<file path="src/rtl/uart_pkg.sv">
// Shared definitions for the UART receive path (and the future TX path).
//   PAR_*      : parity mode constants for the PARITY parameter
//   rx_state_e : receiver FSM states
//   maj3       : 3-sample majority vote used for every bit decision
package uart_pkg;
  localparam int PAR_NONE = 0;
  localparam int PAR_EVEN = 1;
  localparam int PAR_ODD  = 2;

  typedef enum logic [2:0] {
    S_IDLE, S_START, S_DATA, S_PARITY, S_STOP, S_BREAK
  } rx_state_e;

  function automatic logic maj3(input logic a, input logic b, input logic c);
    return (a & b) | (a & c) | (b & c);
  endfunction
endpackage

</file>
<file path="src/rtl/uart_rx_fifo_if.sv">
// Read/status port of the UART receiver.
//   master : core side, drives rd_en / clr_err, sees head data and status
//   slave  : receiver side
interface uart_rx_fifo_if #(
  parameter int DATA_BITS  = 8,
  parameter int FIFO_DEPTH = 8
) ();
  logic                          rd_en;
  logic                          clr_err;
  logic [DATA_BITS-1:0]          rd_data;
  logic                          empty;
  logic                          full;
  logic [$clog2(FIFO_DEPTH):0]   count;
  logic                          frame_err;
  logic                          parity_err;
  logic                          overrun;

  modport master (output rd_en, clr_err,
                  input  rd_data, empty, full, count, frame_err, parity_err, overrun);
  modport slave  (input  rd_en, clr_err,
                  output rd_data, empty, full, count, frame_err, parity_err, overrun);
endinterface

</file>
<file path="src/rtl/sync_fifo.sv">
// Synchronous first-word-fall-through FIFO.
//   push/wdata : write; accepted when not full, or when full with a same-cycle pop
//   pop        : remove head; ignored when empty
//   rdata      : current head (0 while empty); count/full/empty status
module sync_fifo #(
  parameter int WIDTH = 8,
  parameter int DEPTH = 8
) (
  input  logic                     clk,
  input  logic                     rst,
  input  logic                     push,
  input  logic [WIDTH-1:0]         wdata,
  input  logic                     pop,
  output logic [WIDTH-1:0]         rdata,
  output logic [$clog2(DEPTH):0]   count,
  output logic                     full,
  output logic                     empty
);
  localparam int AW = $clog2(DEPTH);
  localparam logic [AW:0] FULL_CNT = (AW+1)'(DEPTH);

  logic [WIDTH-1:0] mem [DEPTH];
  logic [AW-1:0]    wp, rp;
  logic             do_push, do_pop;

  assign empty   = (count == '0);
  assign full    = (count == FULL_CNT);
  assign do_pop  = pop & ~empty;
  // Pop frees a slot first, so a push while full with a pop still lands.
  assign do_push = push & (~full | do_pop);
  assign rdata   = empty ? '0 : mem[rp];

  always_ff @(posedge clk or negedge rst) begin
    if (!rst) begin
      wp    <= '0;
      rp    <= '0;
      count <= '0;
    end else begin
      if (do_push) wp <= wp + 1'b1;
      if (do_pop)  rp <= rp + 1'b1;
      count <= count + {{AW{1'b0}}, do_push} - {{AW{1'b0}}, do_pop};
    end
  end

  always_ff @(posedge clk)
    if (do_push) mem[wp] <= wdata;
endmodule

</file>
<file path="src/rtl/uart_rx_fifo.sv">
// UART receiver with receive FIFO.
//   clk, rst (async, active-low), uart_rx (async serial line, idle high)
//   bus : read port / sticky error flags (uart_rx_fifo_if.slave)
// Each bit is the majority of three samples around mid-bit; the decision
// is taken one cycle after the bit centre. STOP leaves at the decision
// point so back-to-back frames are not missed.
module uart_rx_fifo
  import uart_pkg::*;
#(
  parameter int CLK_DIV    = 16,
  parameter int DATA_BITS  = 8,
  parameter int PARITY     = PAR_NONE,
  parameter int FIFO_DEPTH = 8
) (
  input  logic            clk,
  input  logic            rst,
  input  logic            uart_rx,
  uart_rx_fifo_if.slave   bus
);
  localparam int HALF = CLK_DIV / 2;
  localparam int CW   = $clog2(CLK_DIV);

  rx_state_e            state, nxt;
  logic                 s1, rxs;
  logic [CW-1:0]        cnt;
  logic [2:0]           bitn;
  logic                 smp0, smp1, vote, dec, wrap;
  logic [DATA_BITS-1:0] shreg;
  logic                 par_bad, exp_par;
  logic                 push, ferr_ev, perr_ev, ovr_ev;

  always_ff @(posedge clk or negedge rst)
    if (!rst) {s1, rxs} <= 2'b11;
    else      {s1, rxs} <= {uart_rx, s1};

  assign vote    = maj3(smp0, smp1, rxs);
  assign dec     = (cnt == CW'(HALF + 1));
  assign wrap    = (cnt == CW'(CLK_DIV - 1));
  assign exp_par = (^shreg) ^ (PARITY == PAR_ODD);
  // FIFO is full so !empty: a same-cycle read makes room.
  assign ovr_ev  = push & bus.full & ~bus.rd_en;

  always_comb begin
    nxt     = state;
    push    = 1'b0;
    ferr_ev = 1'b0;
    perr_ev = 1'b0;
    case (state)
      S_IDLE:   if (!rxs) nxt = S_START;
      S_START:  if (dec && vote) nxt = S_IDLE;
                else if (wrap)   nxt = S_DATA;
      S_DATA:   if (wrap && bitn == 3'(DATA_BITS - 1))
                  nxt = (PARITY != PAR_NONE) ? S_PARITY : S_STOP;
      S_PARITY: if (wrap) nxt = S_STOP;
      S_STOP:   if (dec) begin
                  if (!vote) begin
                    ferr_ev = 1'b1;
                    nxt     = S_BREAK;
                  end else if (par_bad) begin
                    perr_ev = 1'b1;
                    nxt     = S_IDLE;
                  end else begin
                    push    = 1'b1;
                    nxt     = S_IDLE;
                  end
                end
      S_BREAK:  if (rxs) nxt = S_IDLE;
      default:  nxt = S_IDLE;
    endcase
  end

  always_ff @(posedge clk or negedge rst) begin
    if (!rst) begin
      state   <= S_IDLE;
      cnt     <= '0;
      bitn    <= '0;
      smp0    <= 1'b1;
      smp1    <= 1'b1;
      shreg   <= '0;
      par_bad <= 1'b0;
    end else begin
      state <= nxt;
      // cnt tracks cycles since the start edge; held at 0 while idle.
      if (nxt == S_IDLE) cnt <= '0;
      else               cnt <= wrap ? '0 : cnt + 1'b1;
      if (cnt == CW'(HALF - 1)) smp0 <= rxs;
      if (cnt == CW'(HALF))     smp1 <= rxs;
      if (state == S_IDLE) begin
        bitn    <= '0;
        par_bad <= 1'b0;
      end
      if (state == S_DATA) begin
        if (dec)  shreg <= {vote, shreg[DATA_BITS-1:1]};
        if (wrap) bitn  <= bitn + 1'b1;
      end
      if (state == S_PARITY && dec) par_bad <= (vote != exp_par);
    end
  end

  // Event wins over a same-cycle clear.
  always_ff @(posedge clk or negedge rst) begin
    if (!rst) begin
      bus.frame_err  <= 1'b0;
      bus.parity_err <= 1'b0;
      bus.overrun    <= 1'b0;
    end else begin
      bus.frame_err  <= (bus.frame_err  & ~bus.clr_err) | ferr_ev;
      bus.parity_err <= (bus.parity_err & ~bus.clr_err) | perr_ev;
      bus.overrun    <= (bus.overrun    & ~bus.clr_err) | ovr_ev;
    end
  end

  sync_fifo #(.WIDTH(DATA_BITS), .DEPTH(FIFO_DEPTH)) u_fifo (
    .clk   (clk),
    .rst   (rst),
    .push  (push),
    .wdata (shreg),
    .pop   (bus.rd_en),
    .rdata (bus.rd_data),
    .count (bus.count),
    .full  (bus.full),
    .empty (bus.empty)
  );
endmodule

</file>
<file path="src/flat_wrapper.sv">
// flat-port wrapper written by rule: the top's interface ports become plain ports
module uart_rx_fifo_flat import uart_pkg::*;
#(
  parameter int CLK_DIV    = 16,
  parameter int DATA_BITS  = 8,
  parameter int PARITY     = PAR_NONE,
  parameter int FIFO_DEPTH = 8
)
  (clk, rst, uart_rx, bus_rd_en, bus_clr_err, bus_rd_data, bus_empty, bus_full, bus_count, bus_frame_err, bus_parity_err, bus_overrun);
  uart_rx_fifo_if #(.DATA_BITS(DATA_BITS), .FIFO_DEPTH(FIFO_DEPTH)) bus_i ();
  input  logic clk;
  input  logic rst;
  input  logic uart_rx;
  input wire logic [$bits(bus_i.rd_en)-1:0] bus_rd_en;
  input wire logic [$bits(bus_i.clr_err)-1:0] bus_clr_err;
  output wire logic [$bits(bus_i.rd_data)-1:0] bus_rd_data;
  output wire logic [$bits(bus_i.empty)-1:0] bus_empty;
  output wire logic [$bits(bus_i.full)-1:0] bus_full;
  output wire logic [$bits(bus_i.count)-1:0] bus_count;
  output wire logic [$bits(bus_i.frame_err)-1:0] bus_frame_err;
  output wire logic [$bits(bus_i.parity_err)-1:0] bus_parity_err;
  output wire logic [$bits(bus_i.overrun)-1:0] bus_overrun;
  assign bus_i.rd_en = bus_rd_en;
  assign bus_i.clr_err = bus_clr_err;
  assign bus_rd_data = bus_i.rd_data;
  assign bus_empty = bus_i.empty;
  assign bus_full = bus_i.full;
  assign bus_count = bus_i.count;
  assign bus_frame_err = bus_i.frame_err;
  assign bus_parity_err = bus_i.parity_err;
  assign bus_overrun = bus_i.overrun;
  uart_rx_fifo #(.CLK_DIV(CLK_DIV), .DATA_BITS(DATA_BITS), .PARITY(PARITY), .FIFO_DEPTH(FIFO_DEPTH)) u_core (.clk(clk), .rst(rst), .uart_rx(uart_rx), .bus(bus_i));
endmodule
</file>
<file path="config.mk">
export PLATFORM = sky130hd
export DESIGN_NAME = uart_rx_fifo_flat
export DESIGN_NICKNAME = d
export VERILOG_FILES = /design/src/rtl/uart_pkg.sv /design/src/rtl/uart_rx_fifo_if.sv /design/src/rtl/sync_fifo.sv /design/src/rtl/uart_rx_fifo.sv /design/src/flat_wrapper.sv
export SDC_FILE = /design/constraint.sdc
export NUM_CORES = 1
export LEC_CHECK = 0
export BUFFER_PORTS_ARGS = -buffer_cell sky130_fd_sc_hd__buf_2
export CAP_MARGIN = 20
export CELL_PAD_IN_SITES_DETAIL_PLACEMENT = 0
export CELL_PAD_IN_SITES_GLOBAL_PLACEMENT = 2
export CORE_ASPECT_RATIO = 2
export CORE_MARGIN = 3
export CORE_UTILIZATION = 41
export DETAILED_ROUTE_END_ITERATION = 12
export PLACE_DENSITY_LB_ADDON = 0.1
export SYNTH_ARGS = -nofsm -noshare
export SYNTH_HDL_FRONTEND = slang
export SYNTH_SLANG_ARGS = --single-unit
</file>
<file path="constraint.sdc">
create_clock -name clk -period 2.57 [get_ports clk]
set_clock_uncertainty 0.15 [all_clocks]
set_input_delay 0.257 -clock clk [delete_from_list [all_inputs] [get_ports clk]]
set_output_delay 0.257 -clock clk [all_outputs]
set_load 0.02 [all_outputs]
</file>
==> results of run 1 <==
cells by family after synthesis:
| kind of cell | synth area share (%) |
|---|---|
| DFF | 64.8 |
| xor gates and xnor gates | 2.93 |
| and+or+nand+nor | 7.26 |
| buffers and inverters | 2.32 |
| adders and majority gates | 4.13 |
| AOI/OAI and AO/OA | 5.10 |
| muxes | 13.5 |
flip-flops by register name, indices dropped and copies added, names as in the netlist:
register and cells:
u_core.bitn 3, u_core.bus.frame_err 1, u_core.bus.overrun 1, u_core.bus.parity_err 1, u_core.cnt 4, u_core.par_bad 1
u_core.rxs 1, u_core.s1 1, u_core.shreg 8, u_core.smp0 1, u_core.smp1 1, u_core.state 3
u_core.u_fifo.count 4, u_core.u_fifo.mem 64, u_core.u_fifo.rp 3, u_core.u_fifo.wp 3
cells in the mapped netlist (2+ instances only):
library cell,count,share of area [%]
ha_1,12,3.4
dfstp_2,4,2.4
a211oi_1,3,0.52
mux2_2,13,3.4
o21ai_0,7,0.80
nand3_1,4,0.46
buf_6,2,0.52
nand3b_1,2,0.34
nor3_1,2,0.23
buf_2,2,0.23
nand2_1,11,0.95
a22o_1,5,1.0
nor2b_1,2,0.29
a21o_1,3,0.52
buf_1,2,0.17
nor2_1,21,1.8
mux4_2,16,8.3
nand2b_1,3,0.43
nor3b_1,2,0.34
a21oi_1,6,0.69
dfrtp_1,32,18
mux2i_1,8,1.8
edfxtp_1,64,44
xor2_1,4,0.80
xnor2_1,8,1.6
inv_1,12,1.0
worst max path at each step:
stage,start,to,slack (ps),cells after the start
final,u_core.u_fifo.count[2]$_DFF_PN0_,u_core.u_fifo.count[2]$_DFF_PN0_,200,8
after global routing,u_core.cnt[1]$_DFF_PN0_,u_core.u_fifo.count[2]$_DFF_PN0_,40,9
after CTS,u_core.u_fifo.count[2]$_DFF_PN0_,u_core.u_fifo.count[2]$_DFF_PN0_,50,8
after detailed placement,u_core.u_fifo.count[2]$_DFF_PN0_,u_core.u_fifo.count[2]$_DFF_PN0_,70,8
after global placement,u_core.u_fifo.count[2]$_DFF_PN0_,u_core.u_fifo.count[2]$_DFF_PN0_,100,8
after floorplan,u_core.u_fifo.count[2]$_DFF_PN0_,u_core.u_fifo.count[2]$_DFF_PN0_,-10,9
metrics by stage:
| step | cells | setup slack (ps) | hold WS [ps] | util (%) |
|---|---|---|---|---|
| floorplan | 273 | -13.5 | -189 | - |
| CTS | 461 | 47.8 | 10.2 | 49.2 |
| detailed placement | 444 | 70.2 | 212 | 46.4 |
| global placement | 444 | 98.9 | 214 | 46.4 |
| finish | 461 | 196 | 17.5 | 49.4 |
| global route | 461 | 41.0 | 18.1 | 49.4 |
repair_timing:
action / 4_1_cts / 5_1_grt
hold buffers: 3 / 0
endpoints found under the hold margin: 34 / 0
setup endpoints to repair: 0 / 2
gates resized for setup: 0 / 2
worst max-delay path, cell delays in order (launching register included):
cell       delay, ps
dfrtp_1          370
inv_1            100
ha_1             150
or3b_4           410
o2111ai_4        230
o21ai_0          120
ha_1             220
fa_1             380
xor2_1           150
per-layer routing:
metal / global-route usage (%) / wire length [microns] / vias up
met5: 0 / 0 / -
met4: 7.79 / 212 / 0
met3: 2.67 / 188 / 14
met2: 28.4 / 4990 / 34
met1: 15.8 / 3010 / 1183
li1: - / - / 1123
layout make-up:
type,count,area [sq um],area share (%)
tap,135,169,3.33
timing repair buffer,48,315,6.21
sequential,100,2830,55.7
multi-input combinational,152,1460,28.8
clock buffer,10,229,4.51
inverter,12,45.0,0.888
clock inverter,4,28.8,0.567
report_power, final:
group	internal, mW	leakage (nW)	switching, mW
sequential	1.84	1.06	0.126
clock	0.645	0.120	0.552
combinational	0.652	0.824	0.766
total	3.14	2.00	1.44
==> summary.md, run 1 <==
| Metric | Value |
|---|---|
| Worst skew pair latency | `roughly 340 ps` |
| Least-Margin Pin Slew | `868 ps` |
| DP HPWL | `6050 microns` |
| Most common cell after layout, fill and taps aside | `edfxtp_1` |
| EDFF count, synth | `64` |
| Fillers | `974` |
| Flops & latches, synth | `100` |
| Sum Neg Setup Slack | `0 ps` |
| Post-Synthesis Cells | `273` |
| DP Area | `0.00477 sq mm` |
| Gr usage total | `15.3%` |
| Crit Path Max Fanout | `4` |
| Hold Violations, Final | `0` |
| Critical path type | `reg2reg` |
| CTS Buf Count | `9` |
| Die W | `between 70 and 80 microns` |
| CP startpoint kind | `flop` |
| Die Ht | `152 microns` |
| Per-cell routed wire length | `18.2 microns` |
| Vias in the first global route | `2558` |
| Net count, final | `341` |
| Root buffer cell | `clkbuf_16` |
| Area Growth Syn to Fin | `16.3%` |
| Vias | `2354` |
| Hold Path Stages | `2` |
| Worst hold path type | `in2reg` |
| Maximum clock frequency | `0.421 GHz` |
| CTS tree | `yes` |
| GR Overflow Total | `0` |
| Placer Congestion | `0.767` |
| Max clock buf depth | `2` |
| Reg-to-reg slack, setup | `200 ps` |
| Global-route wire length before repair | `13600 microns` |
| Post-Route WL | `8400 microns` |
| Design area | `0.00507 sq mm` |
| CP arrival | `around 2500 ps` |
| Hold Path Origin | `bus_rd_en` |
| Fin. max-slew vios | `0` |
| Reg-to-Reg End | `u_core.u_fifo.count[2]$_DFF_PN0_` |
| Asr flop ratio synth | `36.0%` |
| Minimum clock period | `2370 ps` |
| Clock Pin Slew Worst Setup and Hold Paths | `60 ps` |
| Synth Net Count | `291` |
| Status | `completed` |
| Post-Syn Area | `0.00436 sq mm` |
| RSZ-0062 raised after global routing | `no` |
| DR DRC count | `0` |
| CP required | `2640 ps` |
| DR iter-0 viols | `173` |
| Top FF cell, synth | `edfxtp_1` |
| Port bufs | `21` |
| Layout cells sized above 1 | `a little under a third` |
| WHS Endpoint | `u_core.bus.overrun$_DFF_PN0_` |
| Setup violators final | `0` |
| Core Area | `0.0103 sq mm` |
| Antenna Cells | `0` |
| Post-synthesis sequential area ratio | `64.8%` |
| Die Area | `0.0120 sq mm` |
| Synth Area per Inst | `about 16 sq um` |
| Crit end category | `flop` |
| Pin count of the biggest net entering global routing | `37` |
| P per Cell Area | `903 mW/mm^2` |
| H-tree Lvls | `3` |
| YS warnings | `0` |
| Post-synthesis cell type count | `49` |
| Reg-to-reg startpoint | `u_core.u_fifo.count[2]$_DFF_PN0_` |
| Commonest cells after routing, fill and taps aside | `64 x edfxtp_1, 32 x dfrtp_1, 24 x buf_4` |
| Tot Pwr | `4.58 mW` |
| Final worst path period share | `92.4%` |
| Peak supply drop | `approximately 0.58 mV` |
| Reg2reg path depth | `8` |
| I/O pins | `22` |
| Setup Fix Bufs, Post-CTS | `0` |
| Leakage power | `approximately 2 nW` |
| CTS Sinks | `100` |
| MaxCap Viol Count | `0` |
| Slew margin rel. | `42.2%` |
| Initial Util | `~42%` |
| Total iterations of the first detailed-routing run | `4` |
| Initial antenna violation count | `0` |
| Row count | `52` |
| Routed vias/inst | `about 5.1` |
| Antenna Nets Post-Route | `0` |
No activity file was read; power rests on OpenSTA's default activity.
==> inputs of run 2 (changes only) <==
--- a/config.mk
+++ b/config.mk
@@ -14,6 +14,8 @@
 export CORE_UTILIZATION = 41
 export DETAILED_ROUTE_END_ITERATION = 12
 export PLACE_DENSITY_LB_ADDON = 0.1
+export RECOVER_POWER = 50
+export SETUP_SLACK_MARGIN = 0.5
 export SYNTH_ARGS = -nofsm -noshare
 export SYNTH_HDL_FRONTEND = slang
 export SYNTH_SLANG_ARGS = --single-unit
==> summary.md, run 2 (synthesis gave the netlist of run 1 again) <==
| Metric | Value |
|---|---|
| Status | `completed` |
| P per Cell Area | `947 mW/mm^2 (+4.9%)` |
| Global-route wire length before repair | `14400 microns (+5.8%)` |
| Commonest cells after routing, fill and taps aside | `64 x edfxtp_1, 28 x dfrtp_1, 25 x buf_4` |
| Core Area | `0.0103 sq mm (unchanged)` |
| Root buffer cell | `clkbuf_16` |
| Net count, final | `354 (+3.8%)` |
| Clock Pin Slew Worst Setup and Hold Paths | `70 ps (about the same)` |
| Sum Neg Setup Slack | `0 ps (unchanged)` |
| Least-Margin Pin Slew | `942 ps (+74.1 ps)` |
| CP startpoint kind | `flop` |
| Placed cell count | `436 (-1.8%)` |
| Row count | `52 (unchanged)` |
| Comb pwr share | `31.1% (about the same)` |
| Slew margin rel. | `37.2% (-4.9 points)` |
| MaxCap Viol Count | `0 (unchanged)` |
| Routed vias/inst | `5.18 (+1.5%)` |
| RSZ-0062 raised after global routing | `yes` |
| Switching share of power | `30.0% (-1.5 points)` |
| Port bufs | `21 (unchanged)` |
| CP required | `2470 ps (-170 ps)` |
| Hold Violations, Final | `0 (unchanged)` |
| CP arrival | `2140 ps (-310 ps)` |
| Most common cell after layout, fill and taps aside | `edfxtp_1` |
| Layout cells sized above 1 | `39.6% (+8.9 points)` |
| Worst hold path type | `in2reg` |
| Max clock buf depth | `2 (unchanged)` |
| Worst skew pair latency | `330 ps (about the same)` |
| Flop pwr share | `39.4% (-3.5 points)` |
| Total iterations of the first detailed-routing run | `4 (unchanged)` |
| Per-cell routed wire length | `19.1 microns (+5.0%)` |
| DP HPWL | `6290 microns (+3.9%)` |
| Minimum clock period | `2240 ps (-134 ps)` |
| DR DRC count | `0 (unchanged)` |
| Critical path type | `reg2reg` |
| I/O pins | `22 (unchanged)` |
| Crit end category | `flop` |
| Fin. max-slew vios | `0 (unchanged)` |
| Antenna Nets Post-Route | `0 (unchanged)` |
| GR Overflow Total | `0 (unchanged)` |
| Area Growth Syn to Fin | `25.8%` |
| Fin cells | `476 (+3.3%)` |
| CTS Buf Count | `9 (unchanged)` |
| CTS tree | `yes` |
| NetSw | `1.56 mW (+8.1%)` |
| Initial antenna violation count | `0 (unchanged)` |
| H-tree Lvls | `3 (unchanged)` |
| Vias in the first global route | `2651 (+3.6%)` |
| Tot Pwr | `5.20 mW (+13%)` |
| Die Area | `0.0120 sq mm (unchanged)` |
| Setup violators final | `0 (unchanged)` |
| Power share of the clock group | `29.5% (+3.4 points)` |
| Peak supply drop | `0.518 mV (-11%)` |
| Number of flip-flops in the largest register | `64 (unchanged)` |
| CTS Sinks | `100 (unchanged)` |
| Vias | `2466 (+4.8%)` |
| Top flop regs | `u_core.u_fifo.mem (64), u_core.shreg (8)` |
| Initial Util | `42.4% (unchanged)` |
| Pint | `3.64 mW (+16%)` |
| Die W | `78.9 microns (unchanged)` |
| Gr usage total | `16.3% (+1.0 points)` |
| Placer Congestion | `0.757 (-1.3%)` |
| Final worst path period share | `87.2% (-5.2 points)` |
| Antenna Cells | `0 (unchanged)` |
| DR iter-0 viols | `161 (-6.9%)` |
| Crit Path Max Fanout | `8 (+4)` |
| Die Ht | `152 microns (unchanged)` |
| Maximum clock frequency | `0.446 GHz (+6.0%)` |
| Leakage power | `2.13 nW (+6.2%)` |
| Pin count of the biggest net entering global routing | `37 (unchanged)` |
| Top reg by flops | `u_core.u_fifo.mem` |
| Post-Route WL | `9110 microns (+8.4%)` |
-- run 2: changes by cell type in the layout (fill, tap and decap cells not counted), moves of 3 or more --
cell,change
buf_12,+4
buf_2,-10
buf_6,+9
bufinv_16,+3
clkbuf_1,+8
dfrtp_1,-4
dfrtp_2,+4
ha_1,-3
nor2_1,-6
nor2_2,+4
-- run 2: power groups by stage --
stage	registers (mW)	clock network (mW)	logic (mW)
floorplan	2.02	0	1.05
finish	2.05	1.53	1.62
detailed placement	2.07	0	1.39
CTS	2.04	1.56	1.53
global placement	2.07	0	1.38
global route	2.07	1.64	1.78
-- run 2: cell type report --
| class | count | area [sq um] |
|---|---|---|
| clock buffer | 11 | 233 |
| clock inverter | 5 | 108 |
| fill | 891 | 4790 |
| inverter | 12 | 45.0 |
| multi-input combinational | 152 | 1590 |
| sequential | 100 | 2830 |
| tap | 135 | 169 |
| timing repair buffer | 61 | 510 |
-- run 2: repair_timing --
action	in CTS	in global routing
buffers inserted	13	6
hold endpoints to repair	36	0
pin swaps	4	11
hold buffers	3	0
setup endpoints to repair	88	89
resized for setup	16	16
gates cloned	1	1
-- run 2: path summary, 6_finish.rpt --
path                                                       start                                 to  slack [ps]  cells past startpoint
max in group asynchronous                                    rst    u_core.u_fifo.rp[1]$_DFFE_PN0P_        1190                      2
min in group asynchronous                                    rst   u_core.u_fifo.count[2]$_DFF_PN0_         450                      2
worst max-delay path            u_core.u_fifo.count[2]$_DFF_PN0_  u_core.u_fifo.mem[1][7]$_DFFE_PP_         330                      9
worst min-delay path                                   bus_rd_en       u_core.bus.overrun$_DFF_PN0_          20                      2
worst max register to register  u_core.u_fifo.count[2]$_DFF_PN0_  u_core.u_fifo.mem[1][7]$_DFFE_PP_         330                      9
worst min register to register               u_core.s1$_DFF_PN1_               u_core.rxs$_DFF_PN1_         240                      0
-- run 2: metal layers --
layer	wire, microns	vias up	GRT usage (%)
met5	0	-	0
met4	241	0	6.39
met3	166	16	2.55
met2	5490	35	31.6
met1	3210	1258	16.8
li1	-	1157	-
-- run 2: metrics by stage --
stage               utilization (%)  cell area (sq um)  setup slack (ps)  hold slack, ps
floorplan                         -               4460               224            -189
global route                   53.4               5490               234            27.2
detailed placement             46.7               4800               168             218
finish                         53.4               5490               329            18.5
CTS                            52.2               5370               288            12.1
global placement               46.7               4800               248             212
-- run 2: worst max-delay path, stage by stage (launching register included) --
cell and delay (ps):
dfrtp_2 370, inv_2 40, buf_4 130, ha_4 150
nor2b_2 160, o2111ai_4 160, buf_4 170, or2_4 270
nor3_4 200, buf_12 150
